**src/rtl/regfile_pkg.sv**
```systemverilog
// regfile_pkg: shared sizes, FSM states and buffer entry type for the register dump path
package regfile_pkg;
  localparam int NUM_REGS = 32;
  localparam int DATA_W = 64;
  localparam int ADDR_W = $clog2(NUM_REGS);
  typedef enum logic [1:0] {IDLE = 2'd0, READ = 2'd1, EMIT = 2'd2, FINISH = 2'd3} state_t;
  typedef struct packed {
    logic [DATA_W-1:0] data;
    logic [ADDR_W-1:0] addr;
  } entry_t;
endpackage

```
**src/rtl/dump_buf2.sv**
```systemverilog
// dump_buf2: two-entry {data,addr} FIFO with pop and push of zero, one or two entries per cycle
module dump_buf2
  import regfile_pkg::*;
(
  input  logic       clk,
  input  logic       reset,
  input  logic       pop,
  input  logic [1:0] push,
  input  entry_t     in_a,
  input  entry_t     in_b,
  output entry_t     head,
  output logic [1:0] count
);
  entry_t e0, e1;
  logic [1:0] cnt_p;
  assign cnt_p = count - {1'b0, pop};
  assign head = e0;
  // pushes land behind whatever survives this cycle's pop
  always_ff @(posedge clk)
    if (!reset) begin
      count <= '0;
      e0 <= '0;
      e1 <= '0;
    end else begin
      count <= cnt_p + push;
      e0 <= (push != 2'd0 && cnt_p == 2'd0) ? in_a : pop ? e1 : e0;
      e1 <= (push == 2'd2) ? in_b : (push != 2'd0 && cnt_p == 2'd1) ? in_a : e1;
    end
endmodule

```
**src/rtl/regfile_dump_ctrl.sv**
```systemverilog
// regfile_dump_ctrl: walks a register range through two read ports and streams it out with a checksum
module regfile_dump_ctrl
  import regfile_pkg::*;
(
  input  logic              clk,
  input  logic              reset,
  input  logic              start,
  input  logic [ADDR_W-1:0] first_addr,
  input  logic [ADDR_W-1:0] last_addr,
  output logic [ADDR_W-1:0] rdAddrA,
  input  logic [DATA_W-1:0] rdDataA,
  output logic [ADDR_W-1:0] rdAddrB,
  input  logic [DATA_W-1:0] rdDataB,
  output logic              out_valid,
  input  logic              out_ready,
  output logic [DATA_W-1:0] out_data,
  output logic [ADDR_W-1:0] out_addr,
  output logic              out_last,
  output logic              busy,
  output logic              done,
  output logic              range_err,
  output logic [DATA_W-1:0] checksum
);
  state_t state, state_n;
  logic [ADDR_W-1:0] next_addr, last_r, adv;
  logic rem, xfer, cap, b_ok, go, bad;
  logic [1:0] cnt, push;
  entry_t head;
  assign go = state == IDLE && start && first_addr <= last_addr;
  assign bad = state == IDLE && start && first_addr > last_addr;
  assign rdAddrA = next_addr;
  assign out_valid = cnt != 2'd0;
  assign xfer = out_valid && out_ready;
  assign b_ok = next_addr < last_r;
  // rem tracks "addresses left" explicitly so the 31->0 wrap can never look like more work
  assign cap = (state == READ || state == EMIT) && rem && (cnt == 2'd0 || (cnt == 2'd1 && xfer));
  assign push = cap ? (b_ok ? 2'd2 : 2'd1) : 2'd0;
  assign adv = next_addr + (b_ok ? ADDR_W'(2) : ADDR_W'(1));
  assign out_data = head.data;
  assign out_addr = head.addr;
  assign out_last = out_valid && head.addr == last_r;
  assign busy = state == READ || state == EMIT;
  assign done = state == FINISH;
  dump_buf2 u_buf (
    .clk  (clk),
    .reset(reset),
    .pop  (xfer),
    .push (push),
    .in_a ({rdDataA, next_addr}),
    .in_b ({rdDataB, rdAddrB}),
    .head (head),
    .count(cnt)
  );
  always_comb begin
    state_n = state;
    case (state)
      IDLE:    state_n = go ? READ : IDLE;
      READ:    state_n = EMIT;
      EMIT:    state_n = (xfer && out_last) ? FINISH : EMIT;
      default: state_n = IDLE;
    endcase
  end
  always_ff @(posedge clk)
    if (!reset) begin
      state <= IDLE;
      next_addr <= '0;
      rdAddrB <= '0;
      last_r <= '0;
      rem <= 1'b0;
      range_err <= 1'b0;
      checksum <= '0;
    end else begin
      state <= state_n;
      range_err <= bad;
      if (go) begin
        next_addr <= first_addr;
        rdAddrB <= first_addr + ADDR_W'(1);
        last_r <= last_addr;
        rem <= 1'b1;
        checksum <= '0;
      end else begin
        if (cap) begin
          next_addr <= adv;
          rdAddrB <= adv + ADDR_W'(1);
          rem <= b_ok && (next_addr + ADDR_W'(1) != last_r);
        end
        if (xfer) checksum <= checksum ^ head.data;
      end
    end
endmodule

```
**config.mk**
```make
export PLATFORM = sky130hd
export DESIGN_NAME = regfile_dump_ctrl
export DESIGN_NICKNAME = d
export VERILOG_FILES = /design/src/rtl/regfile_pkg.sv /design/src/rtl/dump_buf2.sv /design/src/rtl/regfile_dump_ctrl.sv
export SDC_FILE = /design/constraint.sdc
export NUM_CORES = 1
export LEC_CHECK = 0
export ABC_AREA = 0
export CELL_PAD_IN_SITES_DETAIL_PLACEMENT = 1
export CELL_PAD_IN_SITES_GLOBAL_PLACEMENT = 1
export CORE_ASPECT_RATIO = 1.1
export CORE_MARGIN = 2
export CORE_UTILIZATION = 36
export DETAILED_ROUTE_END_ITERATION = 10
export PLACE_DENSITY = 0.92
export SYNTH_ARGS = -nofsm -noshare
export SYNTH_HDL_FRONTEND = slang
export SYNTH_SLANG_ARGS = --single-unit
export TNS_END_PERCENT = 10
```
**constraint.sdc**
```tcl
create_clock -name clk -period 3.73 [get_ports clk]
set_input_delay 0.746 -clock clk [delete_from_list [all_inputs] [get_ports clk]]
set_output_delay 0.746 -clock clk [all_outputs]
set_load 0.005 [all_outputs]
```
==> flow_metrics.py, run 1 <==
metrics = {
    "status": {
        "status": "completed",
    },
    "sta": {
        "drv_slew": 0,
        "setup_ws_ns": 0.1521,
        "fin_crit_sh_pct": 95.92,
        "finalHoldViolations": 0,
        "slew-limit-headroom_pct": 36.74,
        "setup_violations": 0,
        "fin_tns_setup_ns": 0,
        "tightest_slew_ns": 0.9490,
        "fin_worst_skew_ns": 0.01185,
        "min_period_ns": 3.578,
        "max_freq_mhz": 279.5,
    },
    "yosys": {
        "synth_cell_types": 48,
        "synth_xor_area_share_pct": 6.529,
        "synthArstFlopShare_pct": 0,
        "synthAdderAreaFrac_pct": 2.550,
        "syn_area_per_cell_um2": 8.715,
        "synth_top_area_share_pct": 42.13,
        "synthFlopType": "dfxtp_1",
        "synthMuxAreaShare_pct": 14.58,
        "synth_area_leaders": "dfxtp_1, nand2_1, mux2_2",
        "synth_edf_count": 0,
        "synth_area_um2": 10600,
        "synth.ff_latch_count": 223,
        "synthSimpleGateAreaFrac_pct": 20.48,
        "synth_nets": 1379,
        "ys_seq_area_share_pct": 42.13,
        "yosys_warnings": 0,
        "synthCells": 1216,
        "synth_compound_area_share_pct": 9.174,
        "synth_top_family_by_area": "simple AND/OR/NAND/NOR gates",
        "yosys.area.top_type": "dfxtp_1",
    },
    "power": {
        "power.share.clock_pct": 38.8,
        "vdd_drop_max_v": 0.0003426,
        "leakage_nw": 6.252,
        "switching_share_pct": 27.55,
        "power_density_nw_per_um2": 447.2,
        "seqPwrFrac_pct": 40.7,
        "p_switching_mw": 1.808,
        "power_mw": 6.562,
        "p_comb_share_pct": 20.5,
        "internal-power_mw": 4.754,
    },
    "drt": {
        "drtAntennaViolNets": 0,
        "wl_per_cell_um": 19.48,
        "drc_errors": 0,
        "first_iter_violations": 530,
        "wl_um": 36140,
        "vias": 9726,
        "via_per_inst": 5.243,
        "drt_pre_antenna_iters": 6,
    },
    "floorplan": {
        "dieArea_um2": 30830,
        "die_h_um": 184.0,
        "rows": 65,
        "die_x_um": 167.6,
        "coreArea_um2": 28790,
        "start_util_pct": 36.81,
        "io_pins": 290,
    },
    "placement": {
        "routabilityCongestion": 0.8472,
        "portBuffers": 289,
        "placed_cells": 1806,
        "dp_slack_ns": 0.05219,
        "dp_hpwl_um": 23860,
    },
    "worst_setup_path": {
        "crit_slowest_cell": "fa_1",
        "end_kind": "flop",
        "slowest_delay_ns": 0.42,
        "crit_path_max_fanout": 6,
        "cp_data_arrival_time_ns": 4.02,
        "crit_chain": "inv_1 -> ha_1 -> nor2b_1 -> o21a_1 -> o21a_1 -> o21a_1 -> nor2_1 -> inv_1 -> ha_1 -> fa_1 -> xnor2_1 -> a32oi_1 -> o32ai_1 -> a21oi_2 -> buf_4 -> nand2_1 -> a21boi_0",
        "critical_path_class": "flop to flop",
        "start_kind": "flop",
        "worst_path_most_repeated_cell": "o21a_1",
        "path_delay_family": "compound AO/OA/AOI/OAI gates",
        "worstPathRequired_ns": 4.17,
        "critPathBufInv": 3,
    },
    "clock_network": {
        "cts_root_buf": "clkbuf_16",
        "clk_pin_slew_ns": 0.06,
        "htree_levels": 1,
        "cts_hold_buffers": 0,
        "clockBufferDepth": 3,
        "clock_latency_ns": 0.52,
        "clock_sinks": 223,
        "cts_buffers": 26,
        "tritoncts": "done",
    },
    "global_routing": {
        "first_global_vias": 10662,
        "groute.usage.overall_pct": 22.80,
        "antenna_found_initial": 5,
        "grt.overflow.total": 0,
        "grt_pass1_wl_um": 56500,
        "grt_max_degree": 139,
    },
    "flow_run": {
        "cap_violations": 0,
    },
    "finish": {
        "final_cell_mix": "nand2_1, clkdlybuf4s50_1, dfxtp_1",
        "nNetsFinal": 1631,
        "utilization_pct": 50.97,
        "layout_commonest_cell": "nand2_1",
        "fin_cells": 1855,
        "drive_gt1_share_pct": 9.838,
        "area_growth_pct": 38.47,
    },
    "worst_hold_path": {
        "hp-class": "flop to flop",
    },
}
area by class of cell:
type,instances,area [µm²]
Sequential cell,223,4464
Fill cell,3306,14120
Clock buffer,39,800.8
Tap cell,368,460.4
Antenna cell,3,7.507
Inverter,21,81.33
Timing Repair Buffer,311,3134
Clock inverter,5,56.30
Multi-Input combinational cell,885,5669
final timing paths:
kind | startpoint | to | slack, ns | cells past startpoint
setup / recovery | last_r[1]$_SDFFE_PN0P_ | rdAddrA[2]$_SDFFE_PN0P_ | 0.15 | 17
hold / removal | rdAddrB[0]$_SDFFE_PN0P_ | rdAddrB[0]$_SDFFE_PN0P_ | 0.51 | 2
setup reg to reg | last_r[1]$_SDFFE_PN0P_ | rdAddrA[2]$_SDFFE_PN0P_ | 0.15 | 17
hold reg to reg | rdAddrB[0]$_SDFFE_PN0P_ | rdAddrB[0]$_SDFFE_PN0P_ | 0.51 | 2
power groups by stage:
stage	combinational, mW	clock (mW)	sequential [mW]
floorplan	0.665	0	2.70
global placement	1.26	0	2.71
global route	1.47	2.70	2.69
detailed placement	1.32	0	2.72
CTS	1.34	2.60	2.67
finish	1.35	2.54	2.67
worst reg2reg max path, stage by stage (launching register included):
cell and delay [ns]:
dfxtp_1 0.39, inv_1 0.08, ha_1 0.26, nor2b_1 0.14, o21a_1 0.17, o21a_1 0.16, o21a_1 0.20, nor2_1 0.15
inv_1 0.06, ha_1 0.21, fa_1 0.42, xnor2_1 0.18, a32oi_1 0.20, o32ai_1 0.15, a21oi_2 0.32, buf_4 0.18
nand2_1 0.04, a21boi_0 0.19
per-stage QoR:
step / cell area (µm²) / hold WS, ns
floorplan: 10600 / 0.4643
global placement: 13790 / 0.4813
detailed placement: 13790 / 0.4877
CTS: 14650 / 0.5187
global route: 14670 / 0.5416
finish: 14670 / 0.5078
layer usage:
metal  vias to the layer above  share of wire, %  GRT usage [%]
met2                       282                51          42.64
met1                      4783                39          25.31
met3                       112               4.9          3.811
met4                         4               4.8          10.26
met5                         -             0.064              0
li1                       4545                 -              -
registers in the layout, summed over array words and instances, names as in the netlist:
register     flops
checksum        64
last_r           5
range_err        1
rdAddrA          5
rdAddrB          5
rem              1
state            2
u_buf.count      2
u_buf.e1        69
u_buf.head      69
cell families after synthesis:
| group | Yosys count |
|---|---|
| buffers and inverters | 108 |
| muxes | 145 |
| AOI/OAI and AO/OA | 109 |
| xor gates and xnor gates | 79 |
| adders and majority gates | 21 |
| and+or+nand+nor | 531 |
| DFF | 223 |
repair_timing:
item	4_1_cts	5_1_grt
hold endpoints to repair	0	0
buffers inserted	0	2
gates resized for setup	0	1
endpoints found under the setup margin	0	4
cell usage after synthesis, types with 2 or more instances:
library cell	n
dfxtp_1	223
a21oi_1	7
o211a_1	70
and4_1	2
o21ai_0	11
nor2b_1	4
xor2_1	72
nand3_1	73
ha_1	20
nand2_1	360
inv_1	19
or3_1	2
buf_4	9
buf_2	23
nor2_1	71
and2_1	7
mux2_2	70
clkbuf_1	52
buf_6	2
inv_2	2
nand2b_1	3
xnor2_1	7
o21a_1	5
mux2i_1	73
a21boi_0	4
nor3_1	3
Note: power is estimated with default switching activity, not from simulation.
==> run 2: changes to the inputs <==
--- a/config.mk
+++ b/config.mk
@@ -10,9 +10,11 @@
 export CELL_PAD_IN_SITES_GLOBAL_PLACEMENT = 1
 export CORE_ASPECT_RATIO = 1.1
 export CORE_MARGIN = 2
-export CORE_UTILIZATION = 36
+export CORE_UTILIZATION = 47
 export DETAILED_ROUTE_END_ITERATION = 10
-export PLACE_DENSITY = 0.92
+export DONT_BUFFER_PORTS = 1
+export GPL_TIMING_DRIVEN = 0
+export PLACE_DENSITY = 0.91
 export SYNTH_ARGS = -nofsm -noshare
 export SYNTH_HDL_FRONTEND = slang
 export SYNTH_SLANG_ARGS = --single-unit
==> flow_metrics.py, run 2 (synthesis results as in run 1) <==
metrics = {
    "worst_setup_path": {
        "worstPathRequired_ns": 4.12,
        "crit_path_max_fanout": 4,
        "worstReg2RegStart": "last_r[1]$_SDFFE_PN0P_",
        "rrSetupSlack_ns": 0.14,
        "critical_path_class": "flop to flop",
        "reg2reg_depth": 17,
        "end_kind": "flop",
        "cp_data_arrival_time_ns": 3.98,
        "timing.rr.end": "rdAddrB[2]$_SDFFE_PN0P_",
        "start_kind": "flop",
    },
    "finish": {
        "final_cell_mix": "nand2_1, dfxtp_1, mux2i_1, nand3_1, xor2_1",
        "layout_commonest_cell": "nand2_1",
        "fin_cells": 1549,
        "nNetsFinal": 1405,
        "antenna_cells": 0,
        "area_growth_pct": 11.12,
        "drive_gt1_share_pct": 11.96,
        "fin_area_um2": 11780,
    },
    "clock_network": {
        "tritoncts": "done",
        "cts_root_buf": "clkbuf_16",
        "clock_latency_ns": 0.51,
        "clk_pin_slew_ns": 0.06,
        "clock_sinks": 223,
        "htree_levels": 1,
        "clockBufferDepth": 3,
        "cts_buffers": 24,
    },
    "sta": {
        "min_period_ns": 3.589,
        "setup_violations": 0,
        "fin_crit_sh_pct": 96.23,
        "tightest_slew_ns": 0.7150,
        "slew-limit-headroom_pct": 52.34,
        "finalHoldViolations": 0,
        "setup_ws_ns": 0.1408,
        "drv_slew": 0,
        "fin_worst_skew_ns": 0.01382,
        "max_freq_mhz": 278.6,
    },
    "floorplan": {
        "die_x_um": 147.2,
        "io_pins": 290,
        "rows": 57,
        "die_h_um": 161.5,
        "coreArea_um2": 22110,
        "dieArea_um2": 23770,
        "start_util_pct": 47.93,
    },
    "worst_hold_path": {
        "hp-start": "rdDataB[62]",
        "hold_path_depth": 2,
        "hold_end": "u_buf.e1[67]$_SDFFE_PN0P_",
        "hp-class": "input port to flop",
    },
    "global_routing": {
        "grt_pass1_wl_um": 53880,
        "grt.overflow.total": 0,
        "antenna_found_initial": 0,
        "first_global_vias": 9739,
        "grt_max_degree": 19,
        "groute.usage.overall_pct": 28.51,
    },
    "power": {
        "power_density_nw_per_um2": 516.8,
        "p_comb_share_pct": 15.6,
        "internal-power_mw": 4.372,
        "switching_share_pct": 28.16,
        "power.share.clock_pct": 39.8,
        "seqPwrFrac_pct": 44.7,
        "vdd_drop_max_v": 0.0003840,
        "leakage_nw": 5.239,
        "p_switching_mw": 1.714,
    },
    "placement": {
        "portBuffers": 0,
        "routabilityCongestion": 0.8786,
        "placed_cells": 1511,
        "dp_hpwl_um": 25080,
        "place_area_um2": 10970,
        "dp_slack_ns": -0.2584,
    },
    "drt": {
        "wl_met1_um": 13030,
        "wl_um": 34910,
        "drt_pre_antenna_iters": 5,
        "drtAntennaViolNets": 0,
        "routed-wl-met3_um": 2420,
        "wl_per_cell_um": 22.54,
        "via_per_inst": 5.740,
        "drc_errors": 0,
        "first_iter_violations": 384,
        "vias": 8892,
        "dr.max_layer_used": "met4",
        "met2_length_um": 18040,
    },
    "flow_run": {
        "cap_violations": 0,
    },
    "status": {
        "status": "completed",
    },
}
## run 2: changes by cell type in the layout (fill, tap and decap cells not counted), sizes merged
cell,delta
bufinv,+2
clkinv,-1
clkbuf,+45
buf,+13
clkinvlp,-1
diode,-3
clkdlybuf4s50,-288
## run 2: area by class of cell
cell class	instances	area, µm²
plain buffers	86	400.4
flip-flops and latches	223	4466
inverters	21	78.83
clock buffers	33	685.7
multi-input cells	885	5669
fillers	2591	10330
repair buffers	1	7.507
clock inverters	5	100.1
well taps	295	369.1
## run 2: repair_timing
item / CTS / global route
hold buffers: 0 / 0
setup buffers: 0 / 1
endpoints found under the setup margin: 94 / 4
gates resized for setup: 2 / 3
## run 2: power groups by stage
stage | Sequential (mW) | Combinational, mW | Clock (mW)
6_report | 2.72 | 0.947 | 2.42
2_1_floorplan | 2.70 | 0.665 | 0
4_1_cts | 2.71 | 0.926 | 2.47
3_3_place_gp | 2.76 | 0.850 | 0
5_1_grt | 2.73 | 1.05 | 2.57
3_5_place_dp | 2.76 | 0.902 | 0
## run 2: through the flow
stage               utilization, %  hold WS (ns)  TNS (ns)  total power [mW]
floorplan                        -        0.4643         0             3.363
global placement             49.60        0.4997    -21.14             3.607
detailed placement           49.60        0.5209    -21.51             3.666
CTS                          53.16        0.3560         0             6.111
global route                 53.27        0.3595  -0.01475             6.353
finish                       53.27        0.3769         0             6.086
## run 2: routing by layer
metal  up-vias  track usage, %
met5         -               0
met4         0           11.93
met3        96           6.667
met2       309           52.00
met1      4400           31.74
li1       4087               -
## run 2: worst max path at each step
stage                                        from                        end  cells after the start
after floorplan           rdAddrA[1]$_SDFFE_PN0P_    rdAddrB[4]$_SDFFE_PN0P_                     15
after global placement                  out_ready  u_buf.e1[48]$_SDFFE_PN0P_                     10
after detailed placement                out_ready  u_buf.e1[47]$_SDFFE_PN0P_                     10
after CTS                  last_r[1]$_SDFFE_PN0P_    rdAddrB[4]$_SDFFE_PN0P_                     16
after global routing       last_r[1]$_SDFFE_PN0P_    rdAddrB[3]$_SDFFE_PN0P_                     17
final                      last_r[1]$_SDFFE_PN0P_    rdAddrB[2]$_SDFFE_PN0P_                     17
## run 2: worst max-delay path, stage by stage (launching register included)
cell	delay, ns
dfxtp_1	0.40
inv_1	0.10
ha_1	0.28
nor2b_1	0.13
o21a_1	0.17
o21a_1	0.21
o21a_1	0.24
nor2_4	0.16
inv_1	0.06
ha_1	0.20
fa_1	0.45
xnor2_2	0.19
a32oi_1	0.16
o32ai_1	0.12
a21oi_2	0.18
buf_4	0.17
xnor2_1	0.14
a21oi_1	0.10
==> RTL change (config.mk and constraints of run 2) <==
Make the reset (`reset`) asynchronous in 2 clocked blocks.
--- a/src/rtl/dump_buf2.sv
+++ b/src/rtl/dump_buf2.sv
@@ -17,5 +17,5 @@
   assign head = e0;
   // pushes land behind whatever survives this cycle's pop
-  always_ff @(posedge clk)
+  always_ff @(posedge clk or negedge reset)
     if (!reset) begin
       count <= '0;
--- a/src/rtl/regfile_dump_ctrl.sv
+++ b/src/rtl/regfile_dump_ctrl.sv
@@ -61,5 +61,5 @@
     endcase
   end
-  always_ff @(posedge clk)
+  always_ff @(posedge clk or negedge reset)
     if (!reset) begin
       state <= IDLE;
Check against the original RTL: differs if reset is asserted again (counterexample within 4 cycles, from zero or initial values and one cycle with reset low); with reset held inactive, the same outputs for 4 cycles.
==> RTL change against run 2 <==
The run now ends with hold timing left. Cell area grew 3.5%. Clock skew shrank 4.6 ps. Count of clock-buffer cells in the layout grew 5. Global-route usage grew 0.64 points. Maximum frequency grew 0.58%. Wire length grew 4.1%. Cell count shrank 7.4%. Via count shrank 1.9%. Non-clock buffer count grew 1. Sequential cell count is the same. Synthesized area grew 2.7%. Worst setup slack gained 21 ps. Critical path depth shrank 1. Critical endpoint is now rdAddrB[2].
Power is not compared: it rests on default switching activity, and its combinational part moved more than twofold at a synthesized area within 25%.
==> RTL change: results (changes against run 2) <==
Timing
  – Skew final: 9.20 ps (was 13.8 ps)
  – Hold_ws: -85.3 ps (was 377 ps)
  – Final hold viol count: 115 (was 0)

Cells and area
  – Layout cells sized above 1: 0.116 (was 0.120)
  – Fill cell count: 2542 (was 2591)
  – Final instance area: 0.0122 mm2 (was 0.0118 mm2)

Global routing
  – Antenna violations before repair: 1 (was 0)
  – Largest net degree at the start of global routing: 224 (was 19)
  – GR Util All Layers: 0.291 (was 0.285)
  – Vias in the first global route: 9529 (was 9739)
  – First-pass GRT wire length: 55200 um (was 53900 um)

Outcome
  – Failing checks: hold timing
  – Status: complete, but fails checks (was finished clean)

Worst setup path
  – Worst r2r path cells: 16 (was 17)
  – Max FO, Critical Path: 7 (was 4)
  – Setup crit start: rdAddrA[1] (was last_r[1])

Route
  – Vias: 8719 (was 8892)
  – Routed length per instance: 25.3 um (was 22.5 um)
  – Starting DRC count in detailed routing: 501 (was 384)

Synth
  – Synth cell count leaders: 223 x dfrtp_1, 219 x nand2_1, 77 x nor2_1, 75 x a21oi_1, 74 x xor2_1 (was 360 x nand2_1, 223 x dfxtp_1, 73 x mux2i_1, 73 x nand3_1, 72 x xor2_1)
  – Proportion of synthesized area in mux cells: 0.0675 (was 0.146)
  – Adder-Cell Fraction of Synth Area: 0.0248 (was 0.0255)
  – Post-synthesis sequential area ratio: 0.513 (was 0.421)
  – Yosys cell types: 53 (was 48)
  – Complex-gate fraction of the synthesized area: 0.152 (was 0.0917)

CTS
  – CTS buffer count: 25 (was 24)
  – PostCTS Resize Cnt: 4 (was 2)
  – Postcts setup bufs: 2 (was 0)

Placed design
  – Placed cell area: 0.0113 mm2 (was 0.0110 mm2)

Worst hold path
  – Hold Crit Class: in -> async (was in -> reg)
[RTL change: changes by cell type after synthesis, moves of 6 or more]
cell	delta
clkbuf_1	-37
a21oi_1	+68
dfrtp_1	+223
nor2_1	+6
mux2_2	-69
o211a_1	-69
nand3_1	-66
buf_6	+8
dfxtp_1	-223
nand2_1	-141
o21ai_1	+20
o21ai_0	+54
buf_2	+23
a221o_1	+69
[RTL change: per-stage QoR]
stage	instances	hold WS (ps)	TNS, ps	setup slack (ps)	power, uW
after floorplan	1081	450	0	270	8110
after global placement	1381	454	-583	-453	9390
after detailed placement	1381	453	-960	-574	9800
after CTS	1428	-95.1	0	36.0	12600
after global routing	1435	-103	0	8.59	13400
final	1435	-85.3	0	162	12600
[RTL change: layout make-up]
| cell class | instances | area, um2 | area share |
|---|---|---|---|
| antenna | 1 | 2.50 | 0.000205 |
| clock buffer | 38 | 744 | 0.0611 |
| sequential | 223 | 5580 | 0.458 |
| buffer | 80 | 468 | 0.0384 |
| timing repair buffer | 8 | 57.6 | 0.00472 |
| inverter | 21 | 78.8 | 0.00647 |
| clock inverter | 7 | 114 | 0.00934 |
| tap | 300 | 375 | 0.0308 |
| multi-input combinational | 757 | 4770 | 0.391 |
[RTL change: worst max-delay path, stage by stage (launching register included)]
cell	delay, ps
dfrtp_2	470
ha_1	300
nor2b_1	140
o211a_1	210
o21ai_4	80
buf_6	130
nand2_2	110
ha_2	210
inv_1	60
fa_1	550
mux2i_1	100
ha_2	230
buf_4	140
buf_4	140
or2_2	280
a211o_1	290
nand3_1	80
[RTL change: metal layers]
metal | vias up | track usage | share of wire
li1 | 3783 | - | -
met1 | 4496 | 0.349 | 0.39
met2 | 361 | 0.513 | 0.50
met3 | 79 | 0.0729 | 0.078
met4 | 0 | 0.0961 | 0.032
met5 | - | 0 | 0
